**src/rtl/impact_detector_if.sv**
```systemverilog
// Bus bundle for impact_detector: per-pixel drawing flags in, per-frame collision results out.
// Ports (slave side): frame, ff_drawing, ship_drawing, bullet_drawing in;
//   impact, ship_hit, bullet_kill, invulnerable out (+ hit_count when IMPACT_HITCNT_EN is defined).
interface impact_detector_if #(
   parameter int N_BULLETS = 4,
   parameter int HITCNT_W  = 8
);
   logic                 frame;
   logic                 ff_drawing;
   logic                 ship_drawing;
   logic [N_BULLETS-1:0] bullet_drawing;
   logic                 impact;
   logic                 ship_hit;
   logic [N_BULLETS-1:0] bullet_kill;
   logic                 invulnerable;
`ifdef IMPACT_HITCNT_EN
   logic [HITCNT_W-1:0]  hit_count;
`endif

   // Stimulus side: drives the pixel flags, observes the results.
   modport master (
      output frame, ff_drawing, ship_drawing, bullet_drawing,
      input  impact, ship_hit, bullet_kill, invulnerable
`ifdef IMPACT_HITCNT_EN
      , input hit_count
`endif
   );

   // Detector side.
   modport slave (
      input  frame, ff_drawing, ship_drawing, bullet_drawing,
      output impact, ship_hit, bullet_kill, invulnerable
`ifdef IMPACT_HITCNT_EN
      , output hit_count
`endif
   );
endinterface

```
**src/rtl/impact_detector.sv**
```systemverilog
// Per-pixel collision detector: accumulates bullet/forcefield and bullet/ship overlaps over a
// frame and publishes impact, ship_hit, bullet_kill and invulnerable at the next frame pulse.
// Ports: clk, rst (sync, active-high), bus (impact_detector_if.slave). Optional macro
// IMPACT_HITCNT_EN adds a saturating hit_count output on the bus. Outputs valid the cycle after
// a frame pulse and held for the whole following frame; no backpressure.
module impact_detector #(
   parameter int N_BULLETS    = 4,
   parameter int GRACE_FRAMES = 90,
   parameter int HITCNT_W     = 8
) (
   input  logic               clk,
   input  logic               rst,
   impact_detector_if.slave   bus
);

   // Counter width clog2(GRACE_FRAMES+1); kept at least 1 bit so GRACE_FRAMES=0 still elaborates.
   localparam int GW = (GRACE_FRAMES > 0) ? $clog2(GRACE_FRAMES + 1) : 1;

   typedef enum logic {
      ST_WAIT = 1'b0,
      ST_SCAN = 1'b1
   } state_t;

   state_t               state_q;
   logic [N_BULLETS-1:0] acc_ff_q;
   logic [N_BULLETS-1:0] acc_ship_q;
   logic [GW-1:0]        grace_q;
   logic                 impact_q;
   logic                 ship_hit_q;
   logic [N_BULLETS-1:0] bullet_kill_q;
   logic                 invulnerable_q;

   // Overlaps on the current pixel. A ship overlap under the forcefield is absorbed by the shield.
   logic [N_BULLETS-1:0] ovl_ff;
   logic [N_BULLETS-1:0] ovl_ship;
   // Values published at a frame pulse, derived from the frame now ending.
   logic                 ship_hit_d;
   logic [GW-1:0]        grace_d;

   always_comb begin
      ovl_ff   = bus.bullet_drawing & {N_BULLETS{bus.ff_drawing}};
      ovl_ship = bus.bullet_drawing & {N_BULLETS{bus.ship_drawing & ~bus.ff_drawing}};

      // A bullet that touched the forcefield anywhere in the frame cannot also hit the ship.
      ship_hit_d = (|(acc_ship_q & ~acc_ff_q)) && (grace_q == '0);

      grace_d = grace_q;
      if (ship_hit_d) begin
         grace_d = GW'(GRACE_FRAMES);
      end else if (grace_q != '0) begin
         grace_d = grace_q - 1'b1;
      end
   end

   always_ff @(posedge clk) begin
      if (rst) begin
         state_q        <= ST_WAIT;
         acc_ff_q       <= '0;
         acc_ship_q     <= '0;
         grace_q        <= '0;
         impact_q       <= 1'b0;
         ship_hit_q     <= 1'b0;
         bullet_kill_q  <= '0;
         invulnerable_q <= 1'b0;
      end else begin
         case (state_q)
            ST_WAIT: begin
               // Partial frame: nothing accumulated so far is trusted. Overlaps on the frame
               // cycle itself already belong to the first full frame.
               if (bus.frame) begin
                  state_q    <= ST_SCAN;
                  acc_ff_q   <= ovl_ff;
                  acc_ship_q <= ovl_ship;
               end
            end
            ST_SCAN: begin
               if (bus.frame) begin
                  impact_q       <= |acc_ff_q;
                  ship_hit_q     <= ship_hit_d;
                  bullet_kill_q  <= acc_ff_q | acc_ship_q;
                  grace_q        <= grace_d;
                  invulnerable_q <= (grace_d != '0);
                  // Clear-then-set: the frame-cycle pixel starts the new frame.
                  acc_ff_q       <= ovl_ff;
                  acc_ship_q     <= ovl_ship;
               end else begin
                  acc_ff_q   <= acc_ff_q | ovl_ff;
                  acc_ship_q <= acc_ship_q | ovl_ship;
               end
            end
            default: state_q <= ST_WAIT;
         endcase
      end
   end

   assign bus.impact       = impact_q;
   assign bus.ship_hit     = ship_hit_q;
   assign bus.bullet_kill  = bullet_kill_q;
   assign bus.invulnerable = invulnerable_q;

`ifdef IMPACT_HITCNT_EN
   logic [HITCNT_W-1:0] hit_count_q;

   // Counts published ship hits, sticking at all-ones.
   always_ff @(posedge clk) begin
      if (rst) begin
         hit_count_q <= '0;
      end else if (state_q == ST_SCAN && bus.frame && ship_hit_d && hit_count_q != '1) begin
         hit_count_q <= hit_count_q + 1'b1;
      end
   end

   assign bus.hit_count = hit_count_q;
`endif

endmodule

```
**src/flat_wrapper.sv**
```systemverilog
// flat-port wrapper written by rule: the top's interface ports become plain ports
module impact_detector_flat 
#(
   parameter int N_BULLETS    = 4,
   parameter int GRACE_FRAMES = 90,
   parameter int HITCNT_W     = 8
)
  (clk, rst, bus_frame, bus_ff_drawing, bus_ship_drawing, bus_bullet_drawing, bus_impact, bus_ship_hit, bus_bullet_kill, bus_invulnerable);
  impact_detector_if #(.N_BULLETS(N_BULLETS), .HITCNT_W(HITCNT_W)) bus_i ();
  input  logic clk;
  input  logic rst;
  input wire logic [$bits(bus_i.frame)-1:0] bus_frame;
  input wire logic [$bits(bus_i.ff_drawing)-1:0] bus_ff_drawing;
  input wire logic [$bits(bus_i.ship_drawing)-1:0] bus_ship_drawing;
  input wire logic [$bits(bus_i.bullet_drawing)-1:0] bus_bullet_drawing;
  output wire logic [$bits(bus_i.impact)-1:0] bus_impact;
  output wire logic [$bits(bus_i.ship_hit)-1:0] bus_ship_hit;
  output wire logic [$bits(bus_i.bullet_kill)-1:0] bus_bullet_kill;
  output wire logic [$bits(bus_i.invulnerable)-1:0] bus_invulnerable;
  assign bus_i.frame = bus_frame;
  assign bus_i.ff_drawing = bus_ff_drawing;
  assign bus_i.ship_drawing = bus_ship_drawing;
  assign bus_i.bullet_drawing = bus_bullet_drawing;
  assign bus_impact = bus_i.impact;
  assign bus_ship_hit = bus_i.ship_hit;
  assign bus_bullet_kill = bus_i.bullet_kill;
  assign bus_invulnerable = bus_i.invulnerable;
  impact_detector #(.N_BULLETS(N_BULLETS), .GRACE_FRAMES(GRACE_FRAMES), .HITCNT_W(HITCNT_W)) u_core (.clk(clk), .rst(rst), .bus(bus_i));
endmodule
```
**config.mk**
```make
export PLATFORM = sky130hd
export DESIGN_NAME = impact_detector_flat
export DESIGN_NICKNAME = d
export VERILOG_FILES = /design/src/rtl/impact_detector_if.sv /design/src/rtl/impact_detector.sv /design/src/flat_wrapper.sv
export SDC_FILE = /design/constraint.sdc
export NUM_CORES = 1
export LEC_CHECK = 0
export CAP_MARGIN = 40
export CORE_MARGIN = 8
export CORE_UTILIZATION = 52
export DETAILED_ROUTE_END_ITERATION = 8
export PLACE_DENSITY = 0.77
export SYNTH_ARGS = -nofsm -noshare
export SYNTH_HDL_FRONTEND = slang
export SYNTH_SLANG_ARGS = --single-unit
export TNS_END_PERCENT = 100
```
**constraint.sdc**
```tcl
create_clock -name clk -period 2.26 [get_ports clk]
set_clock_uncertainty 0.05 [all_clocks]
set_input_delay 0.339 -clock clk [delete_from_list [all_inputs] [get_ports clk]]
set_output_delay 0.339 -clock clk [all_outputs]
set_load 0.02 [all_outputs]
```
==> summary.md, run 1 <==
| Metric | Value |
|---|---|
| Pwr Total | roughly 0.87 mW |
| Slew headroom | 50.1% |
| Row count | 16 |
| Die ar. | 3890 µm² |
| Final min period | 1890 ps |
| Initial Util | 55.8% |
| Final Hold Fails | 0 |
| Non-filler cells, final | 175 |
| DRT Pass-1 Iters | 4 |
| Crit share post-route | 83.7% |
| Vias | 922 |
| Synth area leaders | dfxtp_1 41%, nor2_1 8.7%, a21oi_1 6.7% |
| Cell variety after synth | 35 |
| PnR worst setup slack | 368 ps |
| Fin nets | 160 |
| Main flop type after synthesis | dfxtp_1 |
| Final RePlAce weighted congestion | between 0.8 and 0.9 |
| CP Class | reg2reg |
| Vias in the first global route | 955 |
| Post-synth ARST share | 0% |
| Outcome | finished, final reports clean |
| TritonCTS clock tree | yes |
| Unrepaired setup endpoints after global routing | no |
| Post-Syn Area | 1120 µm² |
| Clock Path Buffers | 2 |
| Syn Nets | 143 |
| Setup WS pre-CTS | 379 ps |
| Sequential area share after synthesis | 41.2% |
| Vias/cell | 5.27 |
| Ant diodes | 0 |
| Area share of the largest cell type after synthesis | 41.2% |
| Die Wd | 62.4 µm |
| Largest net degree at the start of global routing | 22 |
| First-pass GRT wire length | 4110 µm |
| Critical-path cell list | inv_1 -> ha_1 -> nor3b_4 -> and3b_2 -> a21oi_1 -> a21oi_1 -> o21a_1 |
| Synth top cells by count | 26 x nor2_1, 23 x dfxtp_1, 15 x a21oi_1 |
| DRC | 0 |
| Critical path capture point type | register |
| Peak supply drop | 0.403 mV |
| Critical Path AT | slightly above 2000 ps |
| Syn Inst Count | 132 |
| DP HPWL | 1710 µm |
| Fmax | 529 MHz |
| Worst-path clk slew | 120 ps |
| Core Area | 2000 µm² |
| Final setup TNS | 0 ps |
| Final setup vio count | 0 |
| Worst path most repeated cell | a21oi_1 |
| Worst-skew pair later-pin latency | approximately 300 ps |
| Yosys top cell by area | dfxtp_1 |
| CP required | 2420 ps |
| Synth Register Bits | 23 |
| Die H | 62.4 µm |
| Total gr overflow | 0 |
| # hold bufs at CTS | 0 |
| Initial DRC Count | 30 |
| Max-cap viol count | 0 |
| Initial antenna violation count | 0 |
| Post-CTS Setup Bufs | 0 |
| Boundary pin count | 16 |
| H-tree levels | 1 |
| PwrDens | 661 nW/µm² |
| Crit-path slowest cell | dfxtp_1 |
| Layout cells sized above 1 | 8.78% |
| WHS | about 410 ps |
| Synthesis-to-layout area growth | 17.9% |
| Least-Margin Pin Slew | 747 ps |
| CTS Sinks | 23 |
| Leakage | 0.507 nW |
| Placed cell count | 171 |
| Count of input and output buffers | 15 |
| Hold Crit Class | reg2reg |
| EDFF count, synth | 0 |
| CTS-repair resized insts | 0 |
| Max-slew violations | 0 |
| CTS Root Cell | clkbuf_4 |
| Routed length per instance | 13.2 µm |
| Max stage delay on crit path | between 400 and 500 ps |
| Syn avg cell area | 8.46 µm² |
| Drt total wl | 2320 µm |
| CP max FO | 5 |
| Startpoint types | register |
| GRT Util Overall | 12.4% |
| YS warnings | 0 |
| Antenna-violating nets left | 0 |
| Most common cell in the synthesized netlist | nor2_1 |
| Clock buffers created by TritonCTS | 3 |
## worst max-delay path, delay by kind of cell, from the launching register on
family / cells / cell delay, ps
AOI/OAI and AO/OA: 3 / 530
DFF: 1 / 470
and+or+nand+nor: 2 / 400
adders and majority gates: 1 / 220
buffers and inverters: 1 / 120
## per-stage QoR
stage | area, µm² | utilization, %
after floorplan | 1120 | -
after CTS | 1320 | 65.8
after global placement | 1290 | 64.5
after detailed placement | 1290 | 64.5
after global routing | 1320 | 65.8
final | 1320 | 65.8
## cells by family (layout without fill, tap and decap cells)
| family | after synthesis | after routing | synth area share, % |
|---|---|---|---|
| simple gates | 62 | 62 | 29.8 |
| compound gates | 30 | 30 | 18.4 |
| fa+ha+maj | 2 | 2 | 2.24 |
| xor+xnor | 3 | 3 | 2.35 |
| buf+inv | 10 | 26 | 4.25 |
| mux | 2 | 2 | 1.79 |
| flops | 23 | 23 | 41.2 |
## path summary, 6_finish.rpt
| path | start | end | slack (ps) | cells past startpoint |
|---|---|---|---|---|
| max | u_core.grace_q[0]$_SDFFE_PP0P_ | u_core.grace_q[3]$_SDFFE_PP0P_ | 370 | 7 |
| min | u_core.bus.impact$_SDFFE_PP0P_ | u_core.bus.impact$_SDFFE_PP0P_ | 410 | 2 |
| max reg2reg | u_core.grace_q[0]$_SDFFE_PP0P_ | u_core.grace_q[3]$_SDFFE_PP0P_ | 370 | 7 |
| min reg2reg | u_core.bus.impact$_SDFFE_PP0P_ | u_core.bus.impact$_SDFFE_PP0P_ | 410 | 2 |
## report_power, final
group          switching [mW]  internal (mW)
Combinational           0.120          0.115
Clock                   0.113         0.0687
Sequential             0.0250          0.429
## per-layer routing
metal | GRT usage [%] | share of wire, % | up-vias
met5 | 0 | 0 | -
li1 | - | - | 489
met1 | 13.7 | 44 | 419
met2 | 22.8 | 53 | 12
met4 | 3.70 | 0.65 | 0
met3 | 2.69 | 2.0 | 2
## placed cells by master (no fill, tap or decap), types with 2 or more instances in the layout
master           synthesis  final
a211oi_1                 5      5
a21oi_1                 15     15
buf_4                    0      3
clkbuf_4                 0      3
clkdlybuf4s50_1          0     15
dfxtp_1                 23     23
ha_1                     2      2
inv_1                    4      4
mux2i_1                  2      2
nand2_1                  7      7
nand2b_1                 3      3
nand3_1                  3      3
nor2_1                  26     26
nor2b_1                  8      8
nor3_1                   6      6
nor3b_1                  2      2
xor2_1                   2      2
## cell type report
cell class,instances,area [µm²]
clock buffer,4,26.3
timing repair buffer,18,173
multi-input combinational,99,609
fill,184,684
inverter,4,15.0
tap,27,33.8
sequential,23,460
## registers in the layout, summed over array words and instances, names as in the netlist
signal                   count
u_core.acc_ff_q              4
u_core.bus.invulnerable      1
u_core.bus.impact            1
u_core.bus.bullet_kill       4
u_core.state_q               1
u_core.bus.ship_hit          1
u_core.grace_q               7
u_core.acc_ship_q            4
(Power assumes the default switching activity.)
==> inputs of run 2 (changes only) <==
--- a/config.mk
+++ b/config.mk
@@ -7,9 +7,9 @@
 export LEC_CHECK = 0
 export CAP_MARGIN = 40
 export CORE_MARGIN = 8
-export CORE_UTILIZATION = 52
+export CORE_UTILIZATION = 47
 export DETAILED_ROUTE_END_ITERATION = 8
-export PLACE_DENSITY = 0.77
+export PLACE_DENSITY = 0.73
 export SYNTH_ARGS = -nofsm -noshare
 export SYNTH_HDL_FRONTEND = slang
 export SYNTH_SLANG_ARGS = --single-unit
==> constraint.sdc (replaced) <==
create_clock -name clk -period 1.6 [get_ports clk]
set_clock_uncertainty 0.05 [all_clocks]
set_input_delay 0.24 -clock clk [delete_from_list [all_inputs] [get_ports clk]]
set_output_delay 0.24 -clock clk [all_outputs]
set_load 0.02 [all_outputs]
==> run 2 against run 1 <==
  * Fmax rose by 12%
  * The flow now finishes with violations (setup timing)
  * Register-to-register slack worse by 460 ps
  * Worst setup slack got worse by 460 ps
  * Total power is 54% higher
  * Die area grew 7.8%
  * Combinational power rose by 87%
  * Largest cell class unchanged
  * Largest power group unchanged
  * Worst hold slack better by 3.0 ps
  * Sequential power increased by 41%
  * Utilization grew 0.52 points
  * Design area rose by 12%
  * Non-clock buffer count rose by 13
  * Via count up 9.5%
==> summary.md, run 2 (synthesized netlist as in run 1, its figures left out) <==
| Metric | Value |
|---|---|
| Commonest non-fill, non-tap cell in the layout | nor2_1 |
| Highest metal used | met4 |
| Final Hold Fails | 0 |
| Max-slew violations | 0 |
| Fin nets | between 150 and 200 |
| Biggest register | u_core.grace_q |
| Least-Margin Pin Slew | 443 ps |
| TritonCTS clock tree | yes |
| Final Instance Area | 1480 µm² |
| Final RePlAce weighted congestion | 0.825 |
| Layout cells sized above 1 | 23.0% |
| Filler Cells Inserted | 184 |
| PwrDens | 906 nW/µm² |
| Commonest cells after routing, fill and taps aside | 26 x nor2_1, 21 x dfxtp_1, 16 x buf_4 |
| Initial antenna violation count | 0 |
| Die ar. | 4190 µm² |
| Crit share post-route | 106% |
| Fmax | between 500 and 600 MHz |
| CTS Sinks | 23 |
| Leakage | about 0.64 nW |
| Vias in the first global route | 1020 |
| Count of input and output buffers | 15 |
| Routed met1 length | 1130 µm |
| DRT Pass-1 Iters | 4 |
| Die Wd | about 65 µm |
| Max reg flops | 7 |
| Initial Util | 50.0% |
| Max-cap viol count | 0 |
| Clock buffers created by TritonCTS | 3 |
| Peak supply drop | 0.605 mV |
| Critical path capture point type | register |
| Synthesis-to-layout area growth | 32.6% |
| Core Area | 2230 µm² |
| Largest net degree at the start of global routing | 13 |
| Routed length on met3 | around 80 µm |
| Met2 wire len | 1300 µm |
| Die H | ~65 µm |
| Outcome | complete, but fails checks |
| Critical Path AT | 1840 ps |
| CP max FO | 4 |
| Initial DRC Count | 24 |
| CTS Root Cell | clkbuf_4 |
| Non-filler cells, final | about 190 |
| Final min period | 1690 ps |
| Startpoint types | register |
| Total gr overflow | 0 |
| Pwr Total | 1.34 mW |
| DP HPWL | 1870 µm |
| Placed cell count | around 180 |
| Antenna-violating nets left | 0 |
| Boundary pin count | 16 |
| Routed length per instance | 13.5 µm |
| CP Class | reg2reg |
| H-tree levels | 1 |
| # hold bufs at CTS | 0 |
| Final setup vio count | 4 |
| Worst-path clk slew | 120 ps |
| Violated checks | setup timing |
| Worst-skew pair later-pin latency | 300 ps |
| Unrepaired setup endpoints after global routing | yes |
| Cell Area, Placed | 1350 µm² |
| GRT Util Overall | 11.8% |
| Slew headroom | between 70% and 80% |
| Vias/cell | 5.34 |
| PnR worst setup slack | -89.0 ps |
| Row count | 17 |
| Vias | 1010 |
| Hold Crit Class | reg2reg |
| Ant diodes | 0 |
| DRC | 0 |
| Drt total wl | 2550 µm |
| First-pass GRT wire length | 4150 µm |
| CP required | 1750 ps |
| Clock Path Buffers | 2 |
==> run 2: worst paths after layout <==
path              slack (ps)  cells after the start                                   end                            from
setup / recovery         -90                      7  u_core.bus.invulnerable$_SDFFE_PP0P_  u_core.grace_q[0]$_SDFFE_PP0P_
hold / removal           420                      2        u_core.bus.impact$_SDFFE_PP0P_  u_core.bus.impact$_SDFFE_PP0P_
setup reg to reg         -90                      7  u_core.bus.invulnerable$_SDFFE_PP0P_  u_core.grace_q[0]$_SDFFE_PP0P_
hold reg to reg          420                      2        u_core.bus.impact$_SDFFE_PP0P_  u_core.bus.impact$_SDFFE_PP0P_
==> run 2: what timing repair did <==
item,in CTS,in global routing
pin swaps,4,4
setup endpoints to repair,4,9
resized for setup,4,10
endpoints found under the hold margin,0,0
buffers inserted,3,3
==> run 2: worst max-delay path: stages (launching register included) <==
cell     delay, ps
dfxtp_2        340
inv_2           80
ha_1           240
nor3b_1        310
xnor2_1        180
nand2_1        120
a21oi_4        170
a31oi_1        100
==> run 2: stage by stage <==
step                      util, %  hold WS (ps)  TNS (ps)  setup WS (ps)
final                        66.3           418      -170          -89.0
after global routing         66.3           450      -498           -182
after CTS                    63.4           424     -39.4          -39.4
after detailed placement     60.5           403      -183          -93.7
after global placement       60.5           401     -42.2          -42.2
after floorplan                 -           255         0           12.3
==> run 2: report_power, final <==
group | switching (mW) | internal (mW) | total [mW]
Clock | 0.168 | 0.0971 | 0.265
Sequential | 0.0307 | 0.607 | 0.638
Combinational | 0.218 | 0.222 | 0.440
==> run 2: layer usage <==
metal	global-route usage, %	vias up
li1	-	510
met1	12.7	476
met2	22.0	18
met3	3.44	6
met4	3.27	0
met5	0	-
==> run 2: area by class of cell <==
cell class	count	area (µm²)	area share [%]
well taps	28	35.0	2.36
repair buffers	31	280	18.9
multi-input cells	99	662	44.7
inverters	4	15.0	1.01
flip-flops and latches	23	463	31.3
clock buffers	4	26.3	1.77
==> inputs of run 3 (changes only) <==
--- a/config.mk
+++ b/config.mk
@@ -7,9 +7,9 @@
 export LEC_CHECK = 0
 export CAP_MARGIN = 40
 export CORE_MARGIN = 8
-export CORE_UTILIZATION = 47
+export CORE_UTILIZATION = 52
 export DETAILED_ROUTE_END_ITERATION = 8
-export PLACE_DENSITY = 0.73
+export PLACE_DENSITY = 0.77
 export SYNTH_ARGS = -nofsm -noshare
 export SYNTH_HDL_FRONTEND = slang
 export SYNTH_SLANG_ARGS = --single-unit
==> constraint.sdc (replaced) <==
create_clock -name clk -period 1.9 [get_ports clk]
set_clock_uncertainty 0.05 [all_clocks]
set_input_delay 0.285 -clock clk [delete_from_list [all_inputs] [get_ports clk]]
set_output_delay 0.285 -clock clk [all_outputs]
set_load 0.02 [all_outputs]
==> run 3 against run 2 <==
  * The run now ends clean
  * Utilization is 1.0 points higher
  * Clock power shrank 16%
  * First-iteration DRC count down 4.2%
  * Critical path type unchanged
==> summary.md, run 3 (synthesized netlist as in run 1, its figures left out) <==
| Metric | Value |
|---|---|
| Outcome | finished, final reports clean |
| Max-cap viol count | 0 |
| Drt total wl | 2390 µm |
| Fin nets | 163 |
| Row count | 16 |
| Critical-path cell list | inv_1 -> ha_1 -> nor3b_4 -> and3b_2 -> nor3_1 -> o211a_1 -> a31oi_1 |
| Vias | 946 |
| Non-filler cells, final | 178 |
| Commonest non-fill, non-tap cell in the layout | nor2_1 |
| Die Wd | 62.4 µm |
| Crit share post-route | 93.4% |
| Crit-path slowest cell | dfxtp_1 |
| Clock buffers created by TritonCTS | 3 |
| H-tree levels | 1 |
| Bufs and invs on worst path | 1 |
| Count of input and output buffers | 15 |
| M1 GR Usage | 14.0% |
| Startpoint types | register |
| WHS Path Cells | 2 |
| Unrepaired setup endpoints after global routing | no |
| Total gr overflow | 0 |
| Leakage | 0.523 nW |
| CTS Sinks | 23 |
| Final setup TNS | 0 ps |
| Max-slew violations | 0 |
| Min-delay src | u_core.bus.impact$_SDFFE_PP0P_ |
| Worst-skew pair later-pin latency | 310 ps |
| Least-Margin Pin Slew | about 520 ps |
| Initial DRC Count | 23 |
| Max reg flops | 7 |
| Final Instance Area | 1350 µm² |
| Layout cells sized above 1 | 12.6% |
| Final Hold Fails | 0 |
| DRC | 0 |
| Synthesis-to-layout area growth | 20.7% |
| Reg2Reg Capture Point | u_core.bus.invulnerable$_SDFFE_PP0P_ |
| Critical Path AT | 1930 ps |
| Routed length per instance | 13.4 µm |
| Fmax | 563 MHz |
| Critical path's top delay family | simple AND/OR/NAND/NOR gates |
| GR Layer Usage met2 | 22.5% |
| Critical path capture point type | register |
| Boundary pin count | 16 |
| Clock Path Buffers | 2 |
| Placed cell count | 174 |
| Ant diodes | 0 |
| Crit path from | u_core.grace_q[1]$_SDFFE_PP0P_ |
| TritonCTS clock tree | yes |
| Commonest cells after routing, fill and taps aside | 26 x nor2_1, 23 x dfxtp_1, 15 x clkdlybuf4s50_1 |
| CP required | around 2100 ps |
| Hold Crit Class | reg2reg |
| Hold Path Sink | u_core.bus.impact$_SDFFE_PP0P_ |
| Peak supply drop | 0.550 mV |
| Antenna-violating nets left | 0 |
| CTS Root Cell | clkbuf_4 |
| RR Startpoint | u_core.grace_q[1]$_SDFFE_PP0P_ |
| Die ar. | 3890 µm² |
| Die H | 62.4 µm |
| CP max FO | 4 |
| Worst R2R Setup Slack | 120 ps |
| First-pass GRT wire length | around 4100 µm |
| GRT Util Overall | 12.5% |
| CP Class | reg2reg |
| Met3 usage | under 10% |
| Final setup vio count | 0 |
| Initial Util | 55.8% |
| Worst-path clk slew | 130 ps |
| DRT Pass-1 Iters | 4 |
| Biggest register | u_core.grace_q |
| Max stage delay on crit path | about 450 ps |
| DP HPWL | 1830 µm |
| Final min period | between 1500 and 2000 ps |
| Vias in the first global route | 932 |
| PwrDens | 783 nW/µm² |
| Initial antenna violation count | 0 |
| Slew headroom | around 65% |
| Gr busiest metal | met2 |
| Final RePlAce weighted congestion | ~0.82 |
| Largest net degree at the start of global routing | 19 |
| WHS | about 420 ps |
| Core Area | 2000 µm² |
| Vias/cell | 5.31 |
| R2R cell count | 7 |
| Cell Area, Placed | 1310 µm² |
==> run 3: worst max-delay path by stage <==
stage          slack [ps]  cells after the start                                    to
3_3_place_gp          150                      7        u_core.grace_q[3]$_SDFFE_PP0P_
2_1_floorplan         170                      7        u_core.grace_q[3]$_SDFFE_PP0P_
5_1_grt                10                      7  u_core.bus.invulnerable$_SDFFE_PP0P_
3_5_place_dp           70                      7        u_core.grace_q[3]$_SDFFE_PP0P_
6_report              120                      7  u_core.bus.invulnerable$_SDFFE_PP0P_
4_1_cts                50                      7        u_core.grace_q[3]$_SDFFE_PP0P_
==> run 3: where the power goes <==
group | internal (mW) | switching [mW]
registers | 0.511 | 0.0273
logic | 0.142 | 0.152
clock network | 0.0785 | 0.145
==> run 3: cell type report <==
type                    count  area, µm²
fillers                   170        653
multi-input cells          99        617
flip-flops and latches     23        460
repair buffers             21        195
well taps                  27       33.8
clock buffers               3       22.5
inverters                   4       15.0
clock inverters             1       5.00
==> run 3: repair_timing <==
action                     4_1_cts  5_1_grt
resized for setup                0        2
setup endpoints to repair        0        2
hold buffers                     0        0
buffers inserted                 0        0
==> run 3: through the flow <==
step,setup WS [ps],power (mW),utilization [%]
2_1_floorplan,170,0.755,-
3_3_place_gp,153,0.829,65.6
3_5_place_dp,72.6,0.838,65.6
4_1_cts,48.3,1.06,67.0
5_1_grt,11.6,1.13,67.4
6_report,125,1.06,67.4
==> run 3: worst min-delay path, delay by kind of cell (launching register included) <==
family	cells	cell delay (ps)
compound gates	1	50
simple gates	1	50
flops	1	340
==> run 3: metal layers <==
| metal | up-vias | part of all wire [%] |
|---|---|---|
| met5 | - | 0 |
| met4 | 0 | 0.42 |
| met1 | 440 | 43 |
| li1 | 491 | - |
| met2 | 13 | 53 |
| met3 | 2 | 3.1 |
